`config.mk`:
```
export PLATFORM = sky130hd
export DESIGN_NAME = song_sequencer
export DESIGN_NICKNAME = d
export VERILOG_FILES = /design/src/rtl/song_sequencer.sv
export SDC_FILE = /design/constraint.sdc
export NUM_CORES = 1
export LEC_CHECK = 0
export CORE_AREA = 3 3 40 42
export CTS_BUF_LIST = sky130_fd_sc_hd__clkbuf_16
export DETAILED_ROUTE_END_ITERATION = 6
export DIE_AREA = 0 0 43 45
export PLACE_DENSITY = 0.57
export REMOVE_ABC_BUFFERS = 1
export SYNTH_ARGS = -nofsm -noshare
export SYNTH_HDL_FRONTEND = slang
export SYNTH_SLANG_ARGS = --single-unit
```
`constraint.sdc`:
```
create_clock -name clk -period 1.49 [get_ports clk]
set_input_delay 0.149 -clock clk [delete_from_list [all_inputs] [get_ports clk]]
set_output_delay 0.149 -clock clk [all_outputs]
set_load 0.005 [all_outputs]
```
`src/rtl/song_sequencer.sv`:
```
`default_nettype none
// ============================================================================
// Module   : song_sequencer
// Brief    : Playlist controller above song_reader: play/pause, skip,
//            auto-advance with optional repeat, end-of-playlist pulse.
// Revision : 1.0 - initial release
// ============================================================================
module song_sequencer #(
    parameter int NUM_SONGS = 4,
    parameter int SONG_W    = 2
) (
    input  logic              clk,
    input  logic              rst_n,
    input  logic              i_play_button,
    input  logic              i_next_button,
    input  logic              i_repeat_en,
    input  logic              i_song_done,
    output logic              o_play,
    output logic [SONG_W-1:0] o_song,
    output logic              o_reset_player,
    output logic              o_playlist_done
);

    localparam logic [1:0] c_ST_INIT    = 2'd0;
    localparam logic [1:0] c_ST_PAUSED  = 2'd1;
    localparam logic [1:0] c_ST_PLAYING = 2'd2;
    localparam logic [1:0] c_ST_ADVANCE = 2'd3;

    localparam logic [SONG_W-1:0] c_LAST_SONG = SONG_W'(NUM_SONGS - 1);

    logic [1:0]        r_state;
    logic [SONG_W-1:0] r_song;
    logic              r_resume;
    logic              r_auto;
    logic              w_last;
    logic              w_end_of_list;

    assign w_last        = (r_song == c_LAST_SONG);
    assign w_end_of_list = r_auto && w_last && !i_repeat_en;

    always_ff @(posedge clk or negedge rst_n) begin
        if (!rst_n) begin
            r_state  <= c_ST_INIT;
            r_song   <= '0;
            r_resume <= 1'b0;
            r_auto   <= 1'b0;
        end else begin
            case (r_state)
                c_ST_INIT: begin
                    r_state <= c_ST_PAUSED;
                end
                c_ST_PAUSED: begin
                    if (i_next_button) begin
                        r_state  <= c_ST_ADVANCE;
                        r_resume <= 1'b0;
                        r_auto   <= 1'b0;
                    end else if (i_play_button) begin
                        r_state <= c_ST_PLAYING;
                    end
                end
                c_ST_PLAYING: begin
                    // A manual skip wins over a coincident song_done
                    if (i_next_button) begin
                        r_state  <= c_ST_ADVANCE;
                        r_resume <= 1'b1;
                        r_auto   <= 1'b0;
                    end else if (i_song_done) begin
                        r_state  <= c_ST_ADVANCE;
                        r_resume <= 1'b1;
                        r_auto   <= 1'b1;
                    end else if (i_play_button) begin
                        r_state <= c_ST_PAUSED;
                    end
                end
                default: begin
                    r_song <= w_last ? '0 : r_song + 1'b1;
                    if (w_end_of_list || !r_resume) begin
                        r_state <= c_ST_PAUSED;
                    end else begin
                        r_state <= c_ST_PLAYING;
                    end
                end
            endcase
        end
    end

    assign o_play          = (r_state == c_ST_PLAYING);
    assign o_song          = r_song;
    assign o_reset_player  = (r_state == c_ST_INIT) || (r_state == c_ST_ADVANCE);
    assign o_playlist_done = (r_state == c_ST_ADVANCE) && w_end_of_list;

endmodule
`default_nettype wire
```
Yosys cells after proc, flatten, opt, wreduce, memory -nomap -nowiden

Cells that the tools add are included.

Flip-flop bits (word level): 6
Logic and storage cells: 39
Bits of input ports: 6

Reduce and logical (&&, ||, !) cells: 12
Add/sub/neg operators: 1
Equal/unequal tests: 8
Muxes and demuxes: 14

Operators by type and width:

| operator                                                        | count |
|---|---|
| 2-bit 2-to-1 mux                                                | 7 |
| 2-bit == test, second input constant                            | 3 |
| 3-bit != test, second input constant                            | 2 |
| 2-bit case mux with 3 select lines                              | 1 |
| 1-bit 2-to-1 mux                                                | 4 |
| 4-bit != test, second input constant                            | 1 |
| 1-bit case mux with 2 select lines                              | 2 |
| 1-bit logical AND                                               | 3 |
| 3-bit AND reduction                                             | 1 |
| 3-bit OR reduction                                              | 1 |
| 2-bit by 1-bit adder with 2-bit output, second input constant   | 1 |
| 2-bit by 1-bit == test with 1-bit output, second input constant | 1 |
| 1-bit zero test                                                 | 2 |
| 2-bit zero test                                                 | 1 |
| 1-bit logical OR                                                | 2 |
| 2-bit != test, second input constant                            | 1 |
| 2-bit AND reduction                                             | 1 |
| 2-bit nonzero test                                              | 1 |

Logic depth before layout (Yosys ltp)

Depth in word-level cells: 6
Gate-level depth with buffers: 5
Depth with buffers taken out: 5

Worst setup path after synthesis

Ideal clock, no wire load.

Path kind: register to register
Start: reg r_state[0]
End: reg r_state[0]
Path slack: 0.040 ns
Data arrival time: 1.325 ns
Library setup time: 0.125 ns
Path buffers: 0
Cell stages (with the launch flop): 6
Cells stage by stage: dfrtp_1 -> inv_1 -> ha_1 -> a2111oi_2 -> a31oi_1 -> mux2_4

Cells in the longest elaborated chain, start to end: 3
Elaborated cells on any way between the ends: 7
Those cells by class: eq/ne: 4; mux: 1; reduce/logical: 2

RTL lines:

| element                       | line | RTL |
|---|---|---|
| from (decl)                   | 31   | `logic [1:0] r_state;` |
| from (signal assigned)        | 43   | `r_state <= c_ST_INIT;` |
| from (signal assigned)        | 50   | `r_state <= c_ST_PAUSED;` |
| from (signal assigned)        | 54   | `r_state <= c_ST_ADVANCE;` |
| 2-bit == test (*)             | -    |  |
| net o_play                    | 18   | `output logic o_play,` |
| 4-bit != test (no line)       | -    |  |
| 2-bit AND reduction (no line) | -    |  |

Mark *: on every way through the listed nets, which the timed path passes. The rest lies on a longest branch.
A chain may end at the register's enable or synchronous reset.

Worst setup path after layout

Start: reg r_state[1]
End: reg r_state[0]

Cells in the longest elaborated chain, start to end: 3
Elaborated cells on any way between the ends: 7
Those cells by class: eq/ne: 4; mux: 1; reduce/logical: 2

RTL lines:

| element                                                                   | line | RTL |
|---|---|---|
| 2-bit == test or 2-bit by 1-bit == test with 1-bit output (tied branches) | 48   | `case (r_state)` |
| 4-bit != test (no line) or 3-bit != test (tied branches)                  | -    |  |
| 2-bit AND reduction (no line)                                             | -    |  |

Several ways; a longest one is shown, not always the timed one.

==> impl_metrics.json <==
{
  "timing.critical_path.cells": "buf_4 > ha_2 > nor2b_4 > o21ai_2 > mux2_4",
  "starting_drc_count_in_detailed_routing": 0,
  "grt_pass1_wl_um": 1635,
  "cp_num_cells": 5,
  "place_area_um2": 608.1,
  "crit_path_top_delay_cell": "dfrtp_2",
  "detailed_placement_hpwl_um": 697.1,
  "grt_util_met1": 0.1376,
  "synth-edff-count": 0,
  "max_clock_freq_mhz": 668.7,
  "place.detailed.instances": 74,
  "global_route.usage.met2": 0.1856,
  "hold_path.class": "primary input to async pin",
  "cellLeakagePower_uw": 0.0003922,
  "capture_point_of_the_worst_path": "r_state[0]",
  "final.setup_skew_ns": 0.004184,
  "synth_seq_cells": 6,
  "clkPwrFrac": 0.228,
  "critical-path-max-stage-delay_ns": 0.43,
  "synthXorXnorAreaFrac": 0,
  "synthToLayoutAreaGrowth_pct": 94.66,
  "buf_inv_stages_crit_path": 1,
  "violations_in_the_final_reports": "negative setup slack",
  "final_antenna_net_count": 0,
  "postSynth.asyncResetShare": 1.000,
  "htreeDepth": 1,
  "timing.final.max_slew_violations": 0,
  "reg2reg_from": "r_state[1]",
  "post_drt_via_cell_ratio": 4.988,
  "post_route_clock_period_utilization": 1.004,
  "gp_routability_congestion": 0.7252,
  "gr-usage-met3": 0.07171,
  "p_seq_frac": 0.171,
  "hold_violation_total_from_the_final_report": 0,
  "vdd.ir_drop.worst_mv": 1.070,
  "power_switching_uw": 608.3,
  "portBuffers": 10,
  "die_w_um": 43,
  "worst_slew_margin_rel": 0.8115,
  "grt-ovfl-total": 0,
  "yosys.cell_types.count": 21,
  "drive_gt1_frac": 0.5352,
  "synth_area_um2": 421.7,
  "switching_share": 0.3218,
  "die_y_um": 45,
  "cp-startpoint": "r_state[1]",
  "regToRegEndpoint": "r_state[0]",
  "first_pass_iters": 1,
  "tritoncts": "built",
  "path_delay_family": "flip-flops",
  "synthesis.instances": 40,
  "cts-buffers-inserted": 3,
  "synthFlopType": "dfrtp_1",
  "core_area_um2": 1285,
  "fillCellCount": 95,
  "nNetsFinal": 86,
  "detailedPlace.worstSlack_ns": -0.02557,
  "cts_hold_repair.buffers": 0,
  "crit_path_start_kind": "register",
  "synthesized_area_fraction_occupied_by_and_or_nand_nor_cells": 0.08012,
  "design.portCount": 11,
  "wl_per_cell_um": 13.35,
  "antenna_violations_before_repair": 0,
  "num_antenna_cells": 0,
  "critical_path_class": "register to register",
  "syn_avg_cell_area_um2": 10.54,
  "insertion_delay_ns": 0.23,
  "timing.final.setup_violations": 1,
  "fp.dieArea_um2": 1935,
  "path_clk_slew_ns": 0.04,
  "main_combinational_cell_family_by_area_after_synthesis": "adder cells",
  "master_cell_of_the_clock_root_buffer": "clkbuf_16",
  "yosys-mux-area-fraction": 0.1128,
  "endpoint_kind": "register",
  "layout_commonest_cell": "buf_4",
  "grt_setup_unrepaired": "yes",
  "register_to_register_path_setup_slack_ns": -0.005,
  "detailroute.via_count": 429,
  "share_of_the_yosys_chip_area_belonging_to_registers": 0.3561,
  "max-cap-violations": 0,
  "yosysWarnings": 0,
  "ctsLongestPathBuffers": 2,
  "placementRows": 13,
  "finalWorstPathRequiredPeriod_ns": 1.495,
  "worstRegToRegCells": 5,
  "cp_max_fo": 4,
  "final_area_um2": 820.8,
  "run_status": "finished with violations",
  "detail_route.drc_violations": 0,
  "pwr_density_cell_nw_per_um2": 2303,
  "required_ns": 1.60,
  "layout_common_cells": "buf_4, clkdlybuf4s50_1, dfrtp_1",
  "floorplan.initialDensity": 0.3281,
  "worst_slew_pin_slew_ns": 0.2819,
  "postLayoutSetupSlackWorst_ns": -0.005407,
  "finish.cell_count_without_fillers": 86,
  "internal_power_uw": 1282,
  "grt_usage": 0.1165,
  "cts_num_sinks": 6,
  "synth_adder_area_share": 0.2077,
  "grt_start_max_net_pins": 7,
  "area_fraction_in_compound_gates_after_synthesis": 0.1988,
  "drt_wl_total_um": 1148,
  "layout_utilization": 0.6388,
  "vias_in_the_first_global_route": 404,
  "combPwrFrac": 0.601,
  "timing.critical_path.arrival_ns": 1.60,
  "grt.busiest_layer": "met2"
}
## worst min path at each step
stage / start / end / slack, ns
after CTS: rst_n / r_auto / 0.18
after detailed placement: rst_n / r_auto / 0.41
after global placement: rst_n / r_auto / 0.41
final: rst_n / r_auto / 0.17
after floorplan: rst_n / o_song[0] / -0.15
after global routing: rst_n / r_resume / 0.20
## logic make-up after synthesis
| group | Yosys count |
|---|---|
| simple gates | 7 |
| fa+ha+maj | 7 |
| flops | 6 |
| mux | 4 |
| buf+inv | 5 |
| compound gates | 11 |
## state kept, by name, indices dropped and copies added (netlist names)
name      count
o_song        2
r_state       2
r_auto        1
r_resume      1
## per-stage QoR
stage	total power, µW	hold slack, ns	TNS [ns]
6_report	1891	0.1680	-0.005407
3_5_place_dp	1124	0.4150	-0.03169
3_3_place_gp	1122	0.4141	-0.02912
4_1_cts	1709	0.1776	-0.09473
5_1_grt	2030	0.1986	-0.09668
2_1_floorplan	756.8	-0.1466	0
## cell type report
type	instances	area, µm²	share of cell area
inverter	5	18.77	0.02287
sequential	6	151.4	0.1845
timing repair buffer	28	235.2	0.2866
multi-input combinational	29	321.6	0.3918
tap	15	18.77	0.02287
clock buffer	3	75.07	0.09146
## cells in the mapped netlist, types with 2 or more instances
| cell | n | area, µm² |
|---|---|---|
| inv_1 | 5 | 18.77 |
| nor2_1 | 3 | 11.26 |
| mux2_2 | 2 | 22.52 |
| dfrtp_1 | 6 | 150.1 |
| a31oi_1 | 2 | 12.51 |
| ha_1 | 7 | 87.58 |
## metal layers
metal	wire length [µm]	vias up	part of all wire
met5	0	-	0
met2	596	13	0.52
li1	-	209	-
met1	442	203	0.39
met4	34	0	0.030
met3	75	4	0.065
## power groups by stage
stage	Combinational, µW	Sequential [µW]	Clock [µW]
after detailed placement	788	336	0
after floorplan	439	317	0
after global routing	1240	334	453
after CTS	962	311	436
after global placement	795	327	0
final	1140	323	431
## timing repair
action,4_1_cts,5_1_grt
gates resized for setup,8,14
buffers inserted,7,2
endpoints found under the setup margin,4,4
pin swaps,1,2
Power figures use the tool's default switching activity.
==> variant (same settings) <==
The parameter `SONG_W` goes from 2 to 3.
--- a/src/rtl/song_sequencer.sv
+++ b/src/rtl/song_sequencer.sv
@@ -7,7 +7,7 @@
 // ============================================================================
 module song_sequencer #(
     parameter int NUM_SONGS = 4,
-    parameter int SONG_W    = 2
+    parameter int SONG_W    = 3
 ) (
     input  logic              clk,
     input  logic              rst_n,
Ports: changed (resized o_song); port bits go from 11 to 12. No check against the original RTL was run, so the function may have changed too.
==> variant against the original RTL <==
  * The flow still finishes with violations (setup timing)
  * Area after synthesis is 5.9% higher
  * Clock power rose by 7.4%
  * Combinational power shrank 7%
  * Routed wire length is 11% higher
  * Power is 0.49% lower
  * Cell area up 0.91%
  * Worst hold slack better by 0.020 ns
  * Critical endpoint unchanged
  * Sequential cell count grew 1
  * Worst setup slack worse by 0.060 ns
==> variant: results (changes against the original RTL) <==
- Status: finished, violations left
- Failing checks: setup timing
- Share of cells above drive strength 1: 43.1% (-10 points)
- Global placer's final weighted congestion: 0.717 (-1.1%)
- WL final: 1.27 mm (+11%)
- Max reg flops: 3
- Worst vdd ir: 1070 uV (+0.33%)
- Worst EP arrival: 1.67 ns (+0.07 ns)
- Synth top cells by count: 7 x dfrtp_1, 6 x ha_1, 6 x inv_1
- Max-Cap Viols: 0 (unchanged)
- Fin Setup TNS: -0.0670 ns (-0.0616 ns)
- Port Buffers: 11 (+1)
- Critical path's slowest cell: dfrtp_2
- Static Leakage: 0.375 nW (-4.4%)
- Fin nets: 85 (-1.2%)
- Critical path peak fanout: 4 (unchanged)
- Clk buf depth: 2 (unchanged)
- Register area share after synthesis: 39.2% (+3.6 points)
- Predominant post-synthesis flop cell: dfrtp_1
- Synth Warn #: 0 (unchanged)
- CTS buffer count: 3 (unchanged)
- GR Util All Layers: 14.9% (+3.3 points)
- Filler cell count: 108 (+14%)
- Initial antenna violation count: 0 (unchanged)
- Distinct cells, synth: 20 (-4.8%)
- Main combinational cell family by area after synthesis: compound AO/OA/AOI/OAI gates
- Synth area leaders: dfrtp_1 39%, ha_1 17%, inv_1 5.0%, mux2_2 5.0%, mux2i_1 4.5%
- Vias in the first global route: 439 (+8.7%)
- Final Hold Violating Endpoints: 0 (unchanged)
- Final WS setup: -0.0659 ns (-0.0605 ns)
- Largest net degree at the start of global routing: 8 (+1)
- Final Hold Slack: 0.188 ns (+0.0197 ns)
- Compound-cell area share of the yosys netlist: 21.6% (+1.7 points)
- Routed length on met1: 511 um (+16%)
- Met2 WL post-DR: 671 um (+13%)
- Slew headroom: 76.8% (-4.3 points)
- Synth Area in Adders: 16.8% (-4.0 points)
- First-pass DRT Iterations: 3 (+2)
- Routed met3 length: 68 um (-9.3%)
- Iteration-0 DRC Markers: 3 (+3)
- Skew final: 0.00196 ns (-0.00223 ns)
- # DRC: 0 (unchanged)
- First-pass GRT wire length: 2.01 mm (+23%)
- XOR/XNOR Fraction of Synth Area: 0% (unchanged)
- Worst slack at placement: -0.0380 ns (-0.0124 ns)
- Routed via count: 429 (unchanged)
- Mux cell area share after synthesis: 9.52% (-1.8 points)
- Final setup viols: 2 (+1)
- Worst stage delay on the critical path: 0.45 ns (+0.02 ns)
- Post-DP HPWL: 744 um (+6.7%)
## variant: cell type report
class	count	share of cell area, %
tap	15	2.27
inverter	6	2.72
multi-input combinational	29	37.8
clock inverter	1	0.453
sequential	7	21.3
clock buffer	3	9.06
timing repair buffer	26	26.4
## variant: kinds of logic (layout without fill, tap and decap cells)
logic type,Yosys count,after routing
AO/OA/AOI/OAI,13,13
adder cells (fa/ha/maj),6,6
buffers and inverters,6,36
flip-flops,7,7
multiplexers,4,4
AND/OR/NAND/NOR,6,6
## variant: worst paths after layout
kind | startpoint | end | depth (start not counted)
max | r_state[1] | r_state[0] | 5
min | rst_n | r_resume | 1
max reg2reg | r_state[1] | r_state[0] | 5
min reg2reg | o_song[0] | o_song[0] | 2
max in group asynchronous | rst_n | r_state[1] | 1
min in group clk | o_song[0] | o_song[0] | 2
## variant: critical path, delay by kind of cell (launching register included)
family          cells  cell delay [ns]
fa+ha+maj           1             0.19
buf+inv             1             0.11
compound gates      1             0.23
mux                 1             0.30
flops               1             0.45
simple gates        1             0.16
## variant: layer usage
metal  track usage, %  up-vias
met2             23.7        9
met5                0        -
met3             5.98        3
met4             9.04        0
met1             17.0      207
li1                 -      210
## variant: repair_timing
action                     4_1_cts  5_1_grt
pin swaps                        0        3
gates resized for setup         12        8
setup endpoints to repair        4        3
hold buffers                     0        0
buffers inserted                 7        2
## variant: power by group
group          total [mW]  internal [mW]  switching, mW
sequential          0.355          0.278         0.0773
clock               0.463          0.350          0.113
combinational        1.06          0.630          0.433
total                1.88           1.26          0.623
## variant: stage by stage
step	cells	cell area, um^2
floorplan	42	447
global placement	75	628
detailed placement	75	628
CTS	86	782
global route	87	828
finish	87	828
